File: src/rtl/lp805x_syncg_rdr_pkg.sv
// Shared definitions for the lp805x_syncg read-end consumer: FSM state encodings
// and the default crossing word width.
package lp805x_syncg_rdr_pkg;

    localparam int DEF_DATA_WIDTH = 40;

    typedef enum logic {
        S_IDLE = 1'b0,
        S_CAPT = 1'b1
    } rdr_state_e;

endpackage

File: src/rtl/lp805x_sfifo.sv
// Small synchronous FIFO with flush, occupancy count and a combinational
// first-word-fall-through read port.
module lp805x_sfifo
    import lp805x_syncg_rdr_pkg::*;
#(
    parameter int DATA_WIDTH = DEF_DATA_WIDTH,
    parameter int DEPTH      = 4,
    parameter int AW         = 2
) (
    input  logic                  clk,
    input  logic                  rst,
    input  logic                  push,
    input  logic                  pop,
    input  logic                  flush,
    input  logic [DATA_WIDTH-1:0] wdata,
    output logic [DATA_WIDTH-1:0] rdata,
    output logic [AW:0]           count,
    output logic                  full,
    output logic                  empty
);

    logic [DATA_WIDTH-1:0] mem [DEPTH];
    logic [AW-1:0]         wr_ptr;
    logic [AW-1:0]         rd_ptr;
    logic                  do_push;
    logic                  do_pop;

    assign full    = (count == (AW+1)'(DEPTH));
    assign empty   = (count == '0);
    assign do_push = push & ~full;
    assign do_pop  = pop & ~empty;
    assign rdata   = mem[rd_ptr];

    // Storage has no reset; only the pointers and count define what is valid.
    always_ff @(posedge clk) begin
        if (do_push && !flush && !rst) begin
            mem[wr_ptr] <= wdata;
        end
    end

    always_ff @(posedge clk) begin
        if (rst || flush) begin
            wr_ptr <= '0;
            rd_ptr <= '0;
            count  <= '0;
        end else begin
            if (do_push) begin
                wr_ptr <= wr_ptr + 1'b1;
            end
            if (do_pop) begin
                rd_ptr <= rd_ptr + 1'b1;
            end
            case ({do_push, do_pop})
                2'b10:   count <= count + 1'b1;
                2'b01:   count <= count - 1'b1;
                default: count <= count;
            endcase
        end
    end

endmodule

File: src/rtl/lp805x_syncg_rdr.sv
// Read-end consumer of the lp805x_syncg crossing: requests words with rget/rrdy,
// captures data_in one edge later and presents buffered words as a stream.
module lp805x_syncg_rdr
    import lp805x_syncg_rdr_pkg::*;
#(
    parameter int DATA_WIDTH = DEF_DATA_WIDTH,
    parameter int DEPTH      = 4,
    parameter int AW         = 2
) (
    input  logic                  clk,
    input  logic                  rst,
    input  logic                  rrdy,
    output logic                  rget,
    input  logic [DATA_WIDTH-1:0] data_in,
    input  logic                  flush,
    output logic                  out_valid,
    input  logic                  out_ready,
    output logic [DATA_WIDTH-1:0] out_data,
    output logic [AW:0]           level,
    output rdr_state_e            state
);

    // Stream handshake: a word moves when out_valid & out_ready are both high at
    // a rising edge; out_valid stays up and out_data stays stable until then.

    logic push;
    logic pop;
    logic full;
    logic empty;

    // A request is only issued with room left, so the capture that follows never overflows.
    assign rget      = ~rst & (state == S_IDLE) & rrdy & ~flush & ~full;
    assign push      = (state == S_CAPT) & ~flush;
    assign pop       = out_valid & out_ready;
    assign out_valid = ~empty;

    always_ff @(posedge clk) begin
        if (rst) begin
            state <= S_IDLE;
        end else begin
            case (state)
                S_IDLE:  state <= rget ? S_CAPT : S_IDLE;
                S_CAPT:  state <= S_IDLE;
                default: state <= S_IDLE;
            endcase
        end
    end

    lp805x_sfifo #(
        .DATA_WIDTH (DATA_WIDTH),
        .DEPTH      (DEPTH),
        .AW         (AW)
    ) u_fifo (
        .clk   (clk),
        .rst   (rst),
        .push  (push),
        .pop   (pop),
        .flush (flush),
        .wdata (data_in),
        .rdata (out_data),
        .count (level),
        .full  (full),
        .empty (empty)
    );

endmodule

File: config.mk
export PLATFORM = sky130hd
export DESIGN_NAME = lp805x_syncg_rdr
export DESIGN_NICKNAME = d
export VERILOG_FILES = /design/src/rtl/lp805x_syncg_rdr_pkg.sv /design/src/rtl/lp805x_sfifo.sv /design/src/rtl/lp805x_syncg_rdr.sv
export SDC_FILE = /design/constraint.sdc
export NUM_CORES = 1
export LEC_CHECK = 0
export CAP_MARGIN = 20
export CELL_PAD_IN_SITES_DETAIL_PLACEMENT = 0
export CELL_PAD_IN_SITES_GLOBAL_PLACEMENT = 1
export CORE_MARGIN = 8
export CORE_UTILIZATION = 30
export DETAILED_ROUTE_END_ITERATION = 12
export DONT_BUFFER_PORTS = 1
export PLACE_DENSITY_LB_ADDON = 0.1
export SLEW_MARGIN = 20
export SYNTH_ARGS = -nofsm -noshare
export SYNTH_HDL_FRONTEND = slang
export SYNTH_SLANG_ARGS = --single-unit
File: constraint.sdc
create_clock -name clk -period 2.16 [get_ports clk]
set_input_delay 0.432 -clock clk [delete_from_list [all_inputs] [get_ports clk]]
set_output_delay 0.432 -clock clk [all_outputs]
set_load 0.05 [all_outputs]
Word level (Yosys, flattened, before mapping)
Memories as Yosys holds them, arrays and structs flattened. A register that Yosys moved wholly into a read port is not among the register bits.
Index checks and enable logic that the tools add are counted.
{ "word_totals": {"regBits": 8, "mem_bits_rw": 160, "inputBits": 45, "wordCells": 39, "memories": 1} }
{ "op_classes": {"addsub": 4, "n_eq_ne": 3, "muxes": 7, "n_bitwise": 13, "n_reduce_logical": 7} }
{ "mem_list": {"columns": ["memory", "depth", "word_bits", "rd", "rd_ports_with_merged_regs", "wr", "line_no", "text"], "rows": [
  ["u_fifo.mem", 4, 40, 1, 1, 1, "lp805x_sfifo.sv:22", "logic [DATA_WIDTH-1:0] mem [DEPTH];"]
]} }
{ "ops": {"columns": ["operator", "count"], "rows": [
  ["$and 1x1->1", 8],
  ["$pmux 3 s2", 1],
  ["$not 1->1", 5],
  ["$add 2x1->2 const B", 2],
  ["$mux 2", 2],
  ["$add 3x1->3 const B", 1],
  ["$eq 3x3->1 const B", 1],
  ["$logic_not 3->1", 1],
  ["$mux 1", 3],
  ["$sub 3x1->3 const B", 1],
  ["$eq 2x1->1 const B", 1],
  ["$eq 2x2->1 const B", 1],
  ["$logic_and 1x1->1", 2],
  ["$logic_not 1->1", 2],
  ["$pmux 1 s2", 1],
  ["$reduce_bool 2->1", 1],
  ["$logic_or 1x1->1", 1]
]} }

Logic depth before layout (Yosys ltp)
Gate-level depths: netlist of run 1.
{ "depth": {"ltp_word": 7, "depth_mapped": 9, "ltp_nobuf": 9} }

Hierarchy
A second synthesis of run 1 with hierarchy kept.
{ "unflattened": {"hier_cells": 271, "area_unflattened_um2": 6302.3} }
{ "by_module_without_submodules": {"columns": ["module", "instances", "cells_per_inst", "area_per_inst_um2"], "rows": [
  ["lp805x_sfifo", 1, 264, 6239.7],
  ["lp805x_syncg_rdr", 1, 7, 62.6]
]} }

Least setup slack after synthesis of run 1
No wires, ideal clock.
{ "synth_path": {"kind": "register -> register", "startpoint": "register u_fifo.count[2]", "endpoint": "register u_fifo.count[2]", "setup_time_ns": 0.070, "t_arrival_ns": 2.696, "required_ns": 2.090, "slack_ns": -0.606, "path_stages_with_launch": 10, "synth_period_minus_slack_ns": 2.766, "path_cell_list": "dfxtp_1 -> or3b_4 -> and2_4 -> or2b_1 -> ha_1 -> inv_1 -> fa_1 -> xor2_1 -> or3_2 -> a21oi_1"} }
{ "synth_between": {"elab_chain_len": 6, "word_cells_on_any_way": 13, "classes_between": "add/sub (2); eq/ne (3); mux (1); bitwise (5); reduce/logical (2)"} }
{ "synth_rtl": {"columns": ["element", "line_no", "text"], "rows": [
  ["from (decl)", "lp805x_sfifo.sv:17", "output logic [AW:0] count,"],
  ["from (signal assigned)", "lp805x_sfifo.sv:54", "2'b10: count <= count + 1'b1;"],
  ["from (signal assigned)", "lp805x_sfifo.sv:55", "2'b01: count <= count - 1'b1;"],
  ["from (signal assigned)", "lp805x_sfifo.sv:56", "default: count <= count;"],
  ["$logic_not 3->1", "lp805x_sfifo.sv:29", "assign empty = (count == '0);"],
  ["$not 1->1", "lp805x_sfifo.sv:31, lp805x_syncg_rdr.sv:35", null],
  ["$and 1x1->1", "lp805x_syncg_rdr.sv:34", "assign pop = out_valid & out_ready;"],
  ["$and 1x1->1", "lp805x_sfifo.sv:31", "assign do_pop = pop & ~empty;"],
  ["$eq 2x1->1 or $eq 2x2->1 (tied branches)", "lp805x_sfifo.sv:53", "case ({do_push, do_pop})"],
  ["$pmux 3 s2 or $reduce_bool 2->1 (tied branches)", null, null]
]} }
Several ways; a longest one is shown, not always the timed one.
A chain may end at the register's enable or synchronous reset.

Final worst setup path of run 1
{ "layout_path": {"startpoint": "register u_fifo.count[0]", "endpoint": "register u_fifo.count[2]"} }
Same word-level chain as after synthesis.

==> reports/metrics.yaml, run 1 <==
number_of_buffers_created_by_cts: 17
multi_input_logic_area_mm2: 0.00124
average_vias_per_placed_instance: 4.50
syn2layout_area_growth_pct: 21.3
maximum_number_of_pins_on_one_net_before_global_route_repair: 41
antenna_violations_before_repair: 0
yosys.area.top_type_share_pct: 76.4
initial_core_util_pct: 30.2
synth.top_cells.by_count: "160 x edfxtp_1, 40 x mux4_2, 10 x dfxtp_1"
ir_drop_mv: 0.463
grt_overflow: 0
grt_pass1_vias: 2878
globalRouteTotalUtil_pct: 9.96
num-fill-cells: 1936
data_required_time_at_the_worst_endpoint_ns: 2.51
asyncSetResetFlopFracSynth_pct: 0
syn-mean-instance-area_um2: 23.8
tritoncts_clock_tree: "built"
syn_area_mm2: 0.00629
finalWeightedCongestion: 0.624
power_switching_mw: 1.35
synthesis.nets: 315
skew_pair_late_insertion_delay_ns: 0.42
postPlaceCellArea_mm2: 0.00682
fin_crit_ns: 2.22
area_inside_the_core_boundary_mm2: 0.0208
p_int_mw: 5.60
die_x_um: 161
share_of_the_core_filled_with_cells_in_the_final_layout_pct: 36.6
drt_first_iter_violations: 129
power_leakage_nw: 2.34
firstDrtPassIters: 4
power.density_mw_per_mm2: 911
cp_max_fo: 2
setup_violations: 20
finish.cell_count_without_fillers: 588
post-route-period-util_pct: 103
drc: 0
clk_root_buffer_cell: "clkbuf_16"
cts.sink_count: 170
synth_top_area_cell: "edfxtp_1"
synth.top_cells.by_area: "edfxtp_1 76%, mux4_2 14%, dfxtp_1 3.2%, ha_1 0.99%, buf_4 0.48%"
drv_cap: 0
synth_cell_types: 26
io_pins: 91
power.switching_fraction_pct: 19.5
worst_hold_path_type: "in -> reg"
yosys.cell_count.top_type: "edfxtp_1"
yosysWarningCount: 0
routedWlPerCell_um: 21.6
flip_flop_and_latch_area_mm2: 0.00502
final_cell_area_mm2: 0.00763
synth-edff-count: 160
timing_worst_setup_path_type: "reg -> reg"
dp_hpwl_um: 7380
fp-row-count: 53
run_status: "complete, but fails checks"
fp.dieArea_mm2: 0.0259
power.sequential.fraction_pct: 51.9
grt_first_pass_wirelength_um: 18500
final_hold_viol_count: 0
postRouteAntennaNets: 0
cp_launch_type: "register"
final_net_count: 351
cts-htree-levels: 4
synth_flop_cell: "edfxtp_1"
violations: "setup timing"
setup_total_negative_slack_ns: -0.309
drive_above_1_share_pct: 39.6
signal_arrival_time_at_the_worst_endpoint_ns: 2.57
fmax_mhz: 451
numPlacedInstances: 546
timing.final.ws_setup_ns: -0.0552
rsz0062_at_grt: "true"
part_of_the_yosys_area_used_for_sequential_elements_pct: 79.6
timing.slew.headroom_pct: 69.3
timing.final.max_slew_violations: 0
cts.reportedPaths.clkPinSlew_ns: 0.07
design_power_total_mw: 6.95
syn_inst: 264
final.setup_skew_ns: 0.0145
cts-hold-fix-buffers: 0
critPathCaptureType: "register"
die_height_um: 161
detailroute.via_count: 2648
ys_ff_latch: 170
worst-slew-pin-transition_ns: 0.455
clock_path_buffers: 2
port-buffer-count: 0
p_clk_share_pct: 46.7
drt_wl_total_um: 12700
combinationalPowerShare_pct: 1.3
diodes: 0
routing by layer:
metal | global-route usage [%] | vias up | wire length [um]
met5 | 0 | - | 0
met4 | 4.17 | 0 | 147
met3 | 5.37 | 10 | 1170
met2 | 15.9 | 71 | 6310
met1 | 10.9 | 1387 | 5050
li1 | - | 1180 | -
final timing paths:
path / cells past startpoint / to / slack [ns] / start
min: 0 / u_fifo.mem[0][27]$_DFFE_PP_ / 0.10 / data_in[27]
max: 9 / u_fifo.count[2]$_SDFFE_PP0P_ / -0.06 / u_fifo.count[0]$_SDFFE_PP0P_
min reg2reg: 2 / register / 0.54 / u_fifo.rd_ptr[1]$_SDFFE_PP0P_
max reg2reg: 9 / u_fifo.count[2]$_SDFFE_PP0P_ / -0.06 / u_fifo.count[0]$_SDFFE_PP0P_
registers in the layout, indices dropped and copies added, names as in the netlist, named ones only:
signal and cells:
u_fifo.rd_ptr 2, state 1, u_fifo.count 3, u_fifo.wr_ptr 2, u_fifo.mem 160
timing repair:
item,in CTS,in global routing
gates resized for setup,1,8
setup buffers,2,5
gates cloned,0,3
pin swaps,4,0
endpoints found under the setup margin,34,40
cell usage in the layout (no fill, tap or decap), drive strengths merged:
cell type,netlist,final
a21o,1,1
a21oi,3,3
and2,1,1
and3,4,4
and4b,2,2
buf,4,24
bufinv,0,4
clkbuf,6,20
clkinv,0,5
clkinvlp,0,2
dfxtp,10,10
edfxtp,160,160
fa,1,1
ha,5,5
inv,5,9
mux4,40,40
nand3,1,1
nand4,1,1
nor2,7,7
o21ai,1,1
o311ai,1,1
o31a,1,1
o31ai,1,1
or2,1,1
or2b,1,1
or3,2,2
or3b,1,1
xnor2,1,1
xor2,3,3
metrics by stage:
stage | hold WS [ns] | setup slack [ns]
after floorplan | 0.485 | -0.241
after global placement | 0.502 | -0.103
after detailed placement | 0.531 | -0.117
after CTS | 0.0751 | -0.0919
after global routing | 0.0668 | -0.158
final | 0.103 | -0.0552
power by group through the flow:
stage	logic [mW]	registers [mW]	clock network (mW)
final	0.0914	3.61	3.25
after global routing	0.0968	3.61	3.49
after CTS	0.0906	3.61	3.35
after detailed placement	0.0900	3.68	0
after global placement	0.0904	3.68	0
after floorplan	0.0674	3.69	0
logic make-up after synthesis:
logic type	synth area share, %
compound gates	0.955
xor+xnor	0.557
fa+ha+maj	1.31
buf+inv	1.13
flops	79.6
mux	14.3
simple gates	2.13
layout make-up:
type | instances | area share (%)
sequential | 170 | 65.7
multi-input combinational | 79 | 16.2
clock buffer | 17 | 5.57
timing repair buffer | 27 | 4.90
tap | 275 | 4.51
clock inverter | 15 | 2.84
inverter | 5 | 0.246
worst max-delay path: stages, from the launching register on:
cell,delay (ns)
dfxtp_2,0.32
or3b_4,0.40
and2_4,0.15
or2b_1,0.15
ha_2,0.18
inv_2,0.04
fa_2,0.32
xor2_1,0.16
or3_4,0.33
a21oi_2,0.11
Power figures use the tool's default switching activity.
==> run 2, diff against run 1 <==
CAP_MARGIN = default   (was 20)
==> results of run 2 <==
No change in the layout: final DEF, timing and power equal those of run 1.
